==> src/rtl/dynamic_scanner_pkg.sv <==
// Shared types and constants for the multiplexed display scanner.
package dynamic_scanner_pkg;

  localparam int unsigned BRIGHT_W = 4;

  typedef enum logic {
    ST_BLANK = 1'b0,
    ST_SHOW  = 1'b1
  } scan_state_e;

endpackage

==> src/rtl/dynamic_scanner_scan_prescaler.sv <==
// Divides the clock into a one-cycle scan tick every PRESCALE clocks.
module scan_prescaler #(
  parameter int unsigned PRESCALE = 1000
) (
  input  logic clock,
  input  logic reset,
  output logic tick
);

  localparam int unsigned CNT_W = (PRESCALE > 1) ? $clog2(PRESCALE) : 1;

  logic [CNT_W-1:0] cnt_q, cnt_d;

  assign tick = (cnt_q == CNT_W'(PRESCALE - 1));

  always_comb begin
    cnt_d = cnt_q + CNT_W'(1);
    if (tick) cnt_d = '0;
  end

  always_ff @(posedge clock or posedge reset) begin
    if (reset) cnt_q <= '0;
    else       cnt_q <= cnt_d;
  end

endmodule

==> src/rtl/dynamic_scanner.sv <==
// Time-multiplexed digit scanner with per-slot blanking and optional PWM dimming.
// Optional feature: define DYN_SCAN_PWM_EN to enable brightness PWM gating.
module dynamic_scanner
  import dynamic_scanner_pkg::*;
#(
  parameter int unsigned NUM_DIGITS  = 4,
  parameter int unsigned CODE_W      = 4,
  parameter int unsigned PRESCALE    = 1000,
  parameter int unsigned SLOT_TICKS  = 4,
  parameter int unsigned BLANK_TICKS = 1
) (
  input  logic                         clock,
  input  logic                         reset,
  input  logic [NUM_DIGITS*CODE_W-1:0] codes,
  input  logic [NUM_DIGITS-1:0]        digitEnable,
  input  logic [BRIGHT_W-1:0]          brightness,
  output logic [NUM_DIGITS-1:0]        digit,
  output logic [CODE_W-1:0]            dynamicDigit,
  output logic [$clog2(NUM_DIGITS)-1:0] scanIndex,
  output logic                         frameStart
);

  localparam int unsigned IDX_W = $clog2(NUM_DIGITS);
  localparam int unsigned SC_W  = $clog2(SLOT_TICKS);

  logic              tick;
  logic              wrap;
  logic              in_blank;
  logic              gate;
  logic [SC_W-1:0]   sc_q, sc_d;
  logic [IDX_W-1:0]  idx_q, idx_d;
  scan_state_e       state_q, state_d;
  logic [NUM_DIGITS-1:0] digit_q, digit_d;
  logic [CODE_W-1:0] dd_q, dd_d;
  logic              fs_q, fs_d;
  logic              loaded_q;

  scan_prescaler #(.PRESCALE(PRESCALE)) u_prescaler (
    .clock(clock),
    .reset(reset),
    .tick (tick)
  );

  assign wrap = tick && (sc_q == SC_W'(SLOT_TICKS - 1));

  // Slot tick counter and scan index advance
  always_comb begin
    sc_d  = sc_q;
    idx_d = idx_q;
    if (tick) begin
      if (wrap) begin
        sc_d  = '0;
        idx_d = (idx_q == IDX_W'(NUM_DIGITS - 1)) ? '0 : idx_q + IDX_W'(1);
      end else begin
        sc_d = sc_q + SC_W'(1);
      end
    end
  end

  if (BLANK_TICKS > 0) begin : g_blank
    assign in_blank = (sc_d < SC_W'(BLANK_TICKS));
  end else begin : g_no_blank
    assign in_blank = 1'b0;
  end

`ifdef DYN_SCAN_PWM_EN
  logic [BRIGHT_W-1:0] pwm_q;

  always_ff @(posedge clock or posedge reset) begin
    if (reset) pwm_q <= '0;
    else       pwm_q <= pwm_q + BRIGHT_W'(1);
  end

  assign gate = (pwm_q < brightness);
`else
  logic unused_brightness;
  assign unused_brightness = ^brightness;
  assign gate = 1'b1;
`endif

  // FSM: state register
  always_ff @(posedge clock or posedge reset) begin
    if (reset) state_q <= ST_BLANK;
    else       state_q <= state_d;
  end

  // FSM: next state follows the slot tick position so it lines up with the slot counters
  always_comb begin
    state_d = state_q;
    if (in_blank) state_d = ST_BLANK;
    else          state_d = ST_SHOW;
  end

  // FSM: outputs, computed from the upcoming state so the registered digit aligns with the slot
  always_comb begin
    digit_d = '0;
    dd_d    = dd_q;
    fs_d    = wrap && (idx_q == IDX_W'(NUM_DIGITS - 1));
    if ((state_d == ST_SHOW) && digitEnable[idx_d] && gate) digit_d[idx_d] = 1'b1;
    if (wrap || !loaded_q) dd_d = codes[idx_d*CODE_W +: CODE_W];
  end

  always_ff @(posedge clock or posedge reset) begin
    if (reset) begin
      sc_q     <= '0;
      idx_q    <= '0;
      digit_q  <= '0;
      dd_q     <= '0;
      fs_q     <= 1'b0;
      loaded_q <= 1'b0;
    end else begin
      sc_q     <= sc_d;
      idx_q    <= idx_d;
      digit_q  <= digit_d;
      dd_q     <= dd_d;
      fs_q     <= fs_d;
      loaded_q <= 1'b1;
    end
  end

  assign digit        = digit_q;
  assign dynamicDigit = dd_q;
  assign scanIndex    = idx_q;
  assign frameStart   = fs_q;

endmodule

==> config.mk <==
export PLATFORM = sky130hd
export DESIGN_NAME = dynamic_scanner
export DESIGN_NICKNAME = d
export VERILOG_FILES = /design/src/rtl/dynamic_scanner_pkg.sv /design/src/rtl/dynamic_scanner_scan_prescaler.sv /design/src/rtl/dynamic_scanner.sv
export SDC_FILE = /design/constraint.sdc
export NUM_CORES = 1
export LEC_CHECK = 0
export CAP_MARGIN = 10
export CORE_MARGIN = 3
export CORE_UTILIZATION = 40
export CTS_BUF_LIST = sky130_fd_sc_hd__clkbuf_2 sky130_fd_sc_hd__clkbuf_4 sky130_fd_sc_hd__clkbuf_8
export DETAILED_ROUTE_END_ITERATION = 16
export GPL_ROUTABILITY_DRIVEN = 0
export PLACE_DENSITY = 0.78
export SLEW_MARGIN = 20
export SYNTH_ARGS = -nofsm -noshare
export SYNTH_HDL_FRONTEND = slang
export SYNTH_SLANG_ARGS = --single-unit
==> constraint.sdc <==
create_clock -name clock -period 4.47 [get_ports clock]
set_input_delay 0.6705 -clock clock [delete_from_list [all_inputs] [get_ports clock]]
set_output_delay 0.6705 -clock clock [all_outputs]
set_load 0.01 [all_outputs]
==> metrics.cfg, run 1 <==
[status]
outcome=completed

[yosys]
ys_ff_latch=24
synth_adder_area_share=0.02887
yosysWarnings=0
synthSimpleGateAreaFrac=0.1559
synth_top_family_by_area=multiplexers
yosysSeqAreaShare=0.4620
avgSynthCellArea_um2=11.61
async_reset_ff_frac=1.000
synth_compound_area_frac=0.05294
synth-main-ff-cell=dfrtp_1
ys_types=35
synth_edf_count=0
syn_nets=141
netlist_area_um2=1300
synth_xor_area_frac=0.04042
synthMuxAreaShare=0.2137
syn_inst=112

[critical_path]
reg2reg_from=u_prescaler.cnt_q[3]$_DFF_PP0_
cp_data_required_time_ns=3.80
rr_worst_depth=4
arrival_ns=1.56
reg2reg_slack_ns=2.26
critical_path_class=flop to output port
crit_buf_inv=1
cp_top_family=flip-flops
slowest_delay_ns=0.63
cp_max_fo=9
slowest_stage=dfrtp_1
worstSetupStartpointType=flop
critPathCaptureType=output port
r2r-end=digit[0]$_DFF_PP0_
crit_chain=clkdlybuf4s50_1

[min_path]
hold_path_end=u_prescaler.cnt_q[0]$_DFF_PP0_
worstHoldPathType=flop to flop
min_path_cells=1
min_from=u_prescaler.cnt_q[0]$_DFF_PP0_

[cts]
cts_max_level=1
post_cts_buffers=0
numCtsBuffers=3
cts_hold_buf=0
clk_latency_ns=0.31
cts_tree=done
path_clk_slew_ns=0.13
cts_buffer_depth=2
postCtsResizedCells=0
root_buffer=clkbuf_4
clock-sinks=24

[finish]
syn_to_final_growth_pct=29.35
diodes=0
final_common_cell=clkdlybuf4s50_1
instances_no_fill=186
nNetsFinal=172
layout-drive-gt1-share=0.1197
layout_common_cells=32 x clkdlybuf4s50_1, 24 x dfrtp_1, 16 x nor2_1

[grt]
grt.total_usage=0.1448
overflow=0
busiest_layer=met2
use_met3=0.04317
grt_start_max_net_pins=25
grt_pass1_wl_um=4595
grt_pass1_vias=1016
met1_usage=0.1710
grt_use_met2=0.2530
antenna_found_initial=0

[sta]
tightestPinTransition_ns=0.8838
hold_viol=0
rsz0062_at_grt=false
finalCritPeriodShare=0.4993
final.min_clock_period_ns=2.232
setup-violations-final=0
fmax_mhz=448.0
maxSlewHeadroom=0.4102
maxSlewViolCount=0
fin_worst_skew_ns=0.006581
tns_ns=0

[detailed_routing]
ant_nets=0
drt-total-wl_um=2640
drc=0
firstDrtPassIters=4
vias=952
via_per_inst=5.118
wl_per_cell_um=14.19
first_iter_violations=12

[floorplan]
rows=20
die_y_um=63.01
initial_core_util=0.4224
core_area_um2=3078
die_x_um=63.01
dieArea_um2=3970
boundaryPins=37

[power]
clkPwrFrac=0.293
p_leak_nw=0.7420
power_frac_comb=0.119
ir_drop_uv=117.1
seqPwrFrac=0.588
power.internal_w=0.0003012
switching_power_w=0.00007950
pwr_density_cell_nw_per_um2=226.4
p_sw_frac=0.2088

[placement]
port_buffers=32
dp_hpwl_um=2029
dp.cells=182

[run]
maxCapViolCount=0

[metrics by stage]
step | util | setup WS (ns) | total power, W | area (um2) | hold slack [ns]
final | 0.5463 | 2.238 | 0.0003807 | 1682 | 0.4947
after global placement | 0.5346 | 2.385 | 0.0002721 | 1645 | 0.4657
after global routing | 0.5463 | 2.099 | 0.0004005 | 1682 | 0.5199
after CTS | 0.5463 | 2.212 | 0.0003846 | 1682 | 0.4927
after floorplan | - | 2.693 | 0.0002437 | 1300 | 0.4395
after detailed placement | 0.5346 | 2.307 | 0.0002738 | 1645 | 0.4753
[final cells by class]
class / instances / area, um2
well taps: 44 / 55.05
flip-flops and latches: 24 / 600.6
clock buffers: 4 / 36.28
multi-input cells: 75 / 643.1
fillers: 280 / 1396
inverters: 7 / 26.28
repair buffers: 32 / 320.3
[registers in the layout (all words and copies together), names as in the netlist]
register and count:
loaded_q 1, digit 4, u_prescaler.cnt_q 10, dynamicDigit 4
scanIndex 2, frameStart 1, sc_q 2
[Yosys cell counts (2+ instances only)]
master | instances | share of area
dfrtp_1 | 24 | 0.46
nor2_1 | 16 | 0.046
mux4_2 | 8 | 0.14
inv_1 | 7 | 0.020
mux2i_1 | 6 | 0.046
a21oi_1 | 4 | 0.015
clkbuf_1 | 4 | 0.012
nand3_1 | 4 | 0.015
xnor2_1 | 4 | 0.027
ha_1 | 3 | 0.029
a211oi_1 | 2 | 0.012
mux2_2 | 2 | 0.017
nand2_1 | 2 | 0.0058
nand4_1 | 2 | 0.0096
nor4b_1 | 2 | 0.013
o21ai_0 | 2 | 0.0077
xor2_1 | 2 | 0.013
[power groups by stage]
stage	clock [W]	sequential (W)	combinational, W
3_3_place_gp	0	0.000228	0.0000443
5_1_grt	0.000127	0.000225	0.0000491
2_1_floorplan	0	0.000229	0.0000148
6_report	0.000111	0.000224	0.0000453
4_1_cts	0.000115	0.000224	0.0000459
3_5_place_dp	0	0.000228	0.0000456
[routing by layer]
| layer | up-vias | wire length [um] |
|---|---|---|
| met3 | 4 | 185 |
| met1 | 463 | 1121 |
| met5 | - | 0 |
| met4 | 0 | 27 |
| met2 | 28 | 1306 |
| li1 | 457 | - |
[cells by family (layout without fill, tap and decap cells)]
group                    count (synthesis)  in the layout
other                                    1              1
XOR/XNOR                                 6              6
AND/OR/NAND/NOR                         37             37
AO/OA/AOI/OAI                           11             11
buffers and inverters                   13             43
flip-flops                              24             24
multiplexers                            17             17
adder cells (fa/ha/maj)                  3              3
[worst max path at each step]
stage	startpoint	to	slack, ns	cells past startpoint
floorplan	scanIndex[0]$_DFF_PP0_	dynamicDigit[0]$_DFFE_PP0P_	2.69	5
global placement	u_prescaler.cnt_q[3]$_DFF_PP0_	digit[0]$_DFF_PP0_	2.38	4
detailed placement	u_prescaler.cnt_q[3]$_DFF_PP0_	digit[0]$_DFF_PP0_	2.31	4
CTS	scanIndex[1]$_DFF_PP0_	scanIndex[1]	2.21	1
global route	u_prescaler.cnt_q[3]$_DFF_PP0_	digit[0]$_DFF_PP0_	2.10	4
finish	scanIndex[1]$_DFF_PP0_	scanIndex[1]	2.24	1
(Power assumes the default switching activity.)
==> run 2, diff against run 1 <==
==> constraint.sdc (replaced) <==
create_clock -name clock -period 2.24 [get_ports clock]
set_input_delay 0.336 -clock clock [delete_from_list [all_inputs] [get_ports clock]]
set_output_delay 0.336 -clock clock [all_outputs]
set_load 0.01 [all_outputs]
==> metrics.cfg, run 2 (same netlist as run 1, synthesis figures left out) <==
[sta]
tns_ns=0  ; unchanged
final.min_clock_period_ns=1.790
hold_viol=0  ; unchanged
finalCritPeriodShare=0.7992
worst_slack_ns=0.4498  ; -1.788 ns
tightestPinTransition_ns=0.5750  ; -0.3087 ns
rsz0062_at_grt=false
setup-violations-final=0  ; unchanged
fin_worst_skew_ns=0.003399  ; -0.003181 ns
maxSlewHeadroom=0.6152  ; +0.2051
fmax_mhz=558.6
maxSlewViolCount=0  ; unchanged

[finish]
instances_no_fill=191  ; +2.7%
layout_common_cells=32 x clkdlybuf4s50_1, 24 x dfrtp_1, 16 x nor2_1
layout-drive-gt1-share=0.1497  ; +0.02994
diodes=0  ; unchanged
largest_register_ffs=10  ; unchanged
syn_to_final_growth_pct=33.49
final_common_cell=clkdlybuf4s50_1
regMostFlops=u_prescaler.cnt_q
nNetsFinal=177  ; +2.9%
final_util=0.5638  ; +0.01748

[detailed_routing]
vias=973  ; +2.2%
ant_nets=0  ; unchanged
first_iter_violations=30  ; +18
drc=0  ; unchanged
drt-total-wl_um=2747  ; +4.1%
firstDrtPassIters=4  ; unchanged
via_per_inst=5.094  ; -0.47%
wl_per_cell_um=14.38  ; +1.3%

[cts]
path_clk_slew_ns=0.13  ; about the same
postCtsResizedCells=0  ; unchanged
clock-sinks=24  ; unchanged
cts_max_level=1  ; unchanged
clk_latency_ns=0.31  ; about the same
cts_hold_buf=0  ; unchanged
cts_buffer_depth=2  ; unchanged
post_cts_buffers=0  ; unchanged
numCtsBuffers=3  ; unchanged
root_buffer=clkbuf_4
cts_tree=done

[placement]
dp.cells=187  ; +2.7%
port_buffers=32  ; unchanged
dp_hpwl_um=2155  ; +6.2%
post-place-ws_ns=0.4795  ; -1.828 ns

[power]
p_leak_nw=0.7743  ; +4.3%
finalPower_w=0.0008480  ; +120%
pwr_density_cell_nw_per_um2=488.6  ; +120%
ir_drop_uv=323.2  ; +180%

[floorplan]
core_area_um2=3078  ; unchanged
die_x_um=63.01  ; unchanged
initial_core_util=0.4224  ; unchanged
dieArea_um2=3970  ; unchanged
boundaryPins=37  ; unchanged
die_y_um=63.01  ; unchanged
rows=20  ; unchanged

[grt]
grt.total_usage=0.1464  ; +0.001649
antenna_found_initial=0  ; unchanged
grt_pass1_vias=1004  ; -1.2%
grt_start_max_net_pins=25  ; unchanged
grt_pass1_wl_um=4574  ; -0.46%
overflow=0  ; unchanged

[critical_path]
cp_max_fo=11  ; +2
cp_data_required_time_ns=2.45  ; -1.35 ns
worstSetupStartpointType=flop
critPathCaptureType=flop
critical_path_class=flop to flop
arrival_ns=2.00  ; +0.44 ns

[min_path]
worstHoldPathType=primary input to asynchronous set/reset pin

[status]
outcome=completed

[run]
maxCapViolCount=0  ; unchanged

run 2: changes by cell type in the layout (fill, tap and decap cells not counted):
cell | before | now
bufinv_16 | 0 | 1
buf_4 | 0 | 5
clkbuf_8 | 1 | 0
run 2: layer usage:
layer,up-vias,track usage,part of all wire
met4,0,0.04959,0.0033
met3,2,0.03597,0.055
met2,26,0.2648,0.53
met1,473,0.1667,0.41
met5,-,0,0
li1,472,-,-
run 2: worst max-delay path: stages, from the launching register on:
cell and delay [ns]:
dfrtp_1 0.45, and4bb_1 0.34, nand4_1 0.18, buf_4 0.23, mux2i_1 0.16, nor4b_1 0.33
run 2: where the power goes:
group	internal, W	leakage, nW	switching [W]
registers	0.000441	0.309	0.00000573
clock network	0.000181	0.0279	0.000128
logic	0.0000619	0.437	0.0000299
total	0.000684	0.774	0.000164
run 2: stage by stage:
| stage | hold slack (ns) | cell area, um2 |
|---|---|---|
| after floorplan | 0.3506 | 1300 |
| after global placement | 0.4624 | 1683 |
| after detailed placement | 0.4657 | 1683 |
| after CTS | 0.3506 | 1735 |
| after global routing | 0.3737 | 1735 |
| final | 0.3448 | 1735 |
run 2: cell type report:
cell class              instances  area [um2]
repair buffers                 37       357.8
multi-input cells              75       643.1
inverters                       7       26.28
clock inverters                 1       30.03
well taps                      44       55.05
flip-flops and latches         24       600.6
fillers                       276        1343
clock buffers                   3       22.52
run 2: path summary, 6_finish.rpt:
kind	from	endpoint	slack, ns	depth (start not counted)
max in group asynchronous	reset	digit[3]$_DFF_PP0_	1.66	3
worst max register to register	u_prescaler.cnt_q[3]$_DFF_PP0_	digit[1]$_DFF_PP0_	0.45	5
worst min-delay path	reset	loaded_q$_DFF_PP0_	0.34	3
worst max-delay path	u_prescaler.cnt_q[3]$_DFF_PP0_	digit[1]$_DFF_PP0_	0.45	5
worst min register to register	u_prescaler.cnt_q[8]$_DFF_PP0_	u_prescaler.cnt_q[8]$_DFF_PP0_	0.49	1
min in group clock	u_prescaler.cnt_q[8]$_DFF_PP0_	u_prescaler.cnt_q[8]$_DFF_PP0_	0.49	1
==> run 3, diff against run 2 <==
==> constraint.sdc (replaced) <==
create_clock -name clock -period 1.7 [get_ports clock]
set_input_delay 0.255 -clock clock [delete_from_list [all_inputs] [get_ports clock]]
set_output_delay 0.255 -clock clock [all_outputs]
set_load 0.01 [all_outputs]
==> metrics.cfg, run 3 (same netlist as run 1, synthesis figures left out) <==
[critical_path]
r2r-end=digit[1]$_DFF_PP0_
reg2reg_slack_ns=0.01  ; -0.44 ns
crit_chain=and4bb_1 > buf_4 > and3_4 > mux2_4 > nor4b_4
reg2reg_from=u_prescaler.cnt_q[4]$_DFF_PP0_
slowest_delay_ns=0.40  ; -0.05 ns
cp-endpoint=digit[1]$_DFF_PP0_
cp.depth=5  ; unchanged
worstSetupStartpointType=flop
cp_data_required_time_ns=1.93  ; -0.52 ns
slowest_stage=dfrtp_1
arrival_ns=1.91  ; -0.09 ns
critPathCaptureType=flop
crit_buf_inv=1  ; unchanged
cp-startpoint=u_prescaler.cnt_q[4]$_DFF_PP0_
cp_top_family=simple AND/OR/NAND/NOR gates
cp_max_fo=4  ; -7
critical_path_class=flop to flop
rr_worst_depth=5  ; unchanged

[sta]
tns_ns=0  ; unchanged
hold_viol=0  ; unchanged
final.min_clock_period_ns=1.687  ; -0.1034 ns
rsz0062_at_grt=true
finalCritPeriodShare=0.9922  ; +0.1930
maxSlewViolCount=0  ; unchanged
fmax_mhz=592.8  ; +6.1%
fin_worst_skew_ns=0.005597  ; +0.002198 ns
setup-violations-final=0  ; unchanged
worst_slack_ns=0.01320  ; -0.4366 ns

[cts]
clk_latency_ns=0.31  ; about the same
root_buffer=clkbuf_4
cts_max_level=1  ; unchanged
cts_tree=done
path_clk_slew_ns=0.12  ; about the same
numCtsBuffers=3  ; unchanged
cts_buffer_depth=2  ; unchanged
clock-sinks=24  ; unchanged

[finish]
largest_register_ffs=10  ; unchanged
layout-drive-gt1-share=0.2840  ; +0.1343
diodes=0  ; unchanged
layout_common_cells=30 x clkdlybuf4s50_1, 24 x dfrtp_1, 20 x buf_4
syn_to_final_growth_pct=46.20
fillers=261  ; -5.4%
instances_no_fill=206  ; +7.9%
final_common_cell=clkdlybuf4s50_1
nNetsFinal=193  ; +9.0%
regMostFlops=u_prescaler.cnt_q
final_util=0.6175  ; +0.05366

[grt]
grt_pass1_vias=1109  ; +10%
grt_start_max_net_pins=25  ; unchanged
grt_pass1_wl_um=5085  ; +11%
grt.total_usage=0.1639  ; +0.01750
overflow=0  ; unchanged
antenna_found_initial=0  ; unchanged

[detailed_routing]
via_per_inst=4.985  ; -2.1%
drt-total-wl_um=3056  ; +11%
first_iter_violations=43  ; +43%
firstDrtPassIters=4  ; unchanged
wl_per_cell_um=14.83  ; +3.1%
drc=0  ; unchanged
vias=1027  ; +5.5%
ant_nets=0  ; unchanged

[min_path]
worstHoldPathType=primary input to asynchronous set/reset pin

[floorplan]
die_y_um=63.01  ; unchanged
boundaryPins=37  ; unchanged
initial_core_util=0.4224  ; unchanged
rows=20  ; unchanged
core_area_um2=3078  ; unchanged
die_x_um=63.01  ; unchanged
dieArea_um2=3970  ; unchanged

[placement]
dp_hpwl_um=2336  ; +8.4%
port_buffers=32  ; unchanged
dp.cells=198  ; +5.9%
post-place-ws_ns=-0.006345  ; -0.4858 ns

[power]
p_leak_nw=0.8653  ; +12%
pwr_density_cell_nw_per_um2=502.3  ; +2.8%
finalPower_w=0.0009546  ; +13%
ir_drop_uv=366.4  ; +13%

[run]
maxCapViolCount=0  ; unchanged

[status]
outcome=completed

[run 3: cell types whose count changed in the layout (fill, tap and decap cells not counted), sizes merged]
cell	previous run	this run
clkdlybuf4s50	32	30
bufinv	1	0
buf	5	21
dlymetal6s2s	0	2
[run 3: worst min-delay path by stage]
stage | from | depth (start not counted) | end
after floorplan | reset | 1 | digit[0]$_DFF_PP0_
after global placement | u_prescaler.cnt_q[8]$_DFF_PP0_ | 1 | u_prescaler.cnt_q[8]$_DFF_PP0_
after detailed placement | u_prescaler.cnt_q[8]$_DFF_PP0_ | 1 | u_prescaler.cnt_q[8]$_DFF_PP0_
after CTS | reset | 3 | dynamicDigit[3]$_DFFE_PP0P_
after global routing | reset | 3 | digit[0]$_DFF_PP0_
final | reset | 3 | digit[0]$_DFF_PP0_
[run 3: worst register-to-register path, delay by kind of cell, from the launching register on]
family | cells | cell delay (ns)
buf+inv | 1 | 0.12
flops | 1 | 0.40
mux | 1 | 0.34
simple gates | 3 | 0.74
[run 3: repair_timing]
action                                  4_1_cts  5_1_grt
buffers inserted                              0        5
hold buffers                                  0        0
endpoints found under the setup margin        3       11
resized for setup                             3       12
pin swaps                                     1        4
[run 3: per-stage QoR]
stage	hold WS [ns]	instance area (um2)
final	0.2643	1901
after global routing	0.3240	1901
after CTS	0.2682	1802
after detailed placement	0.4683	1765
after global placement	0.4607	1765
after floorplan	0.2696	1301
[run 3: power breakdown]
| part | total, W | internal, W | leakage, nW | switching (W) |
|---|---|---|---|---|
| combinational | 0.000122 | 0.0000822 | 0.542 | 0.0000401 |
| sequential | 0.000589 | 0.000581 | 0.309 | 0.00000724 |
| clock | 0.000244 | 0.0000829 | 0.0138 | 0.000161 |
| total | 0.000955 | 0.000747 | 0.865 | 0.000208 |
[run 3: layer usage]
metal | global-route usage | vias up | share of wire
met3 | 0.03417 | 4 | 0.046
met5 | 0 | - | 0
met2 | 0.2925 | 28 | 0.54
met1 | 0.1893 | 498 | 0.40
met4 | 0.06612 | 0 | 0.012
li1 | - | 497 | -
[run 3: area by class of cell]
type / count / area, um2 / area share
sequential: 24 / 600.6 / 0.3160
clock buffer: 3 / 22.52 / 0.01185
tap: 44 / 55.05 / 0.02897
inverter: 7 / 26.28 / 0.01382
multi-input combinational: 75 / 709.4 / 0.3733
timing repair buffer: 53 / 486.7 / 0.2561
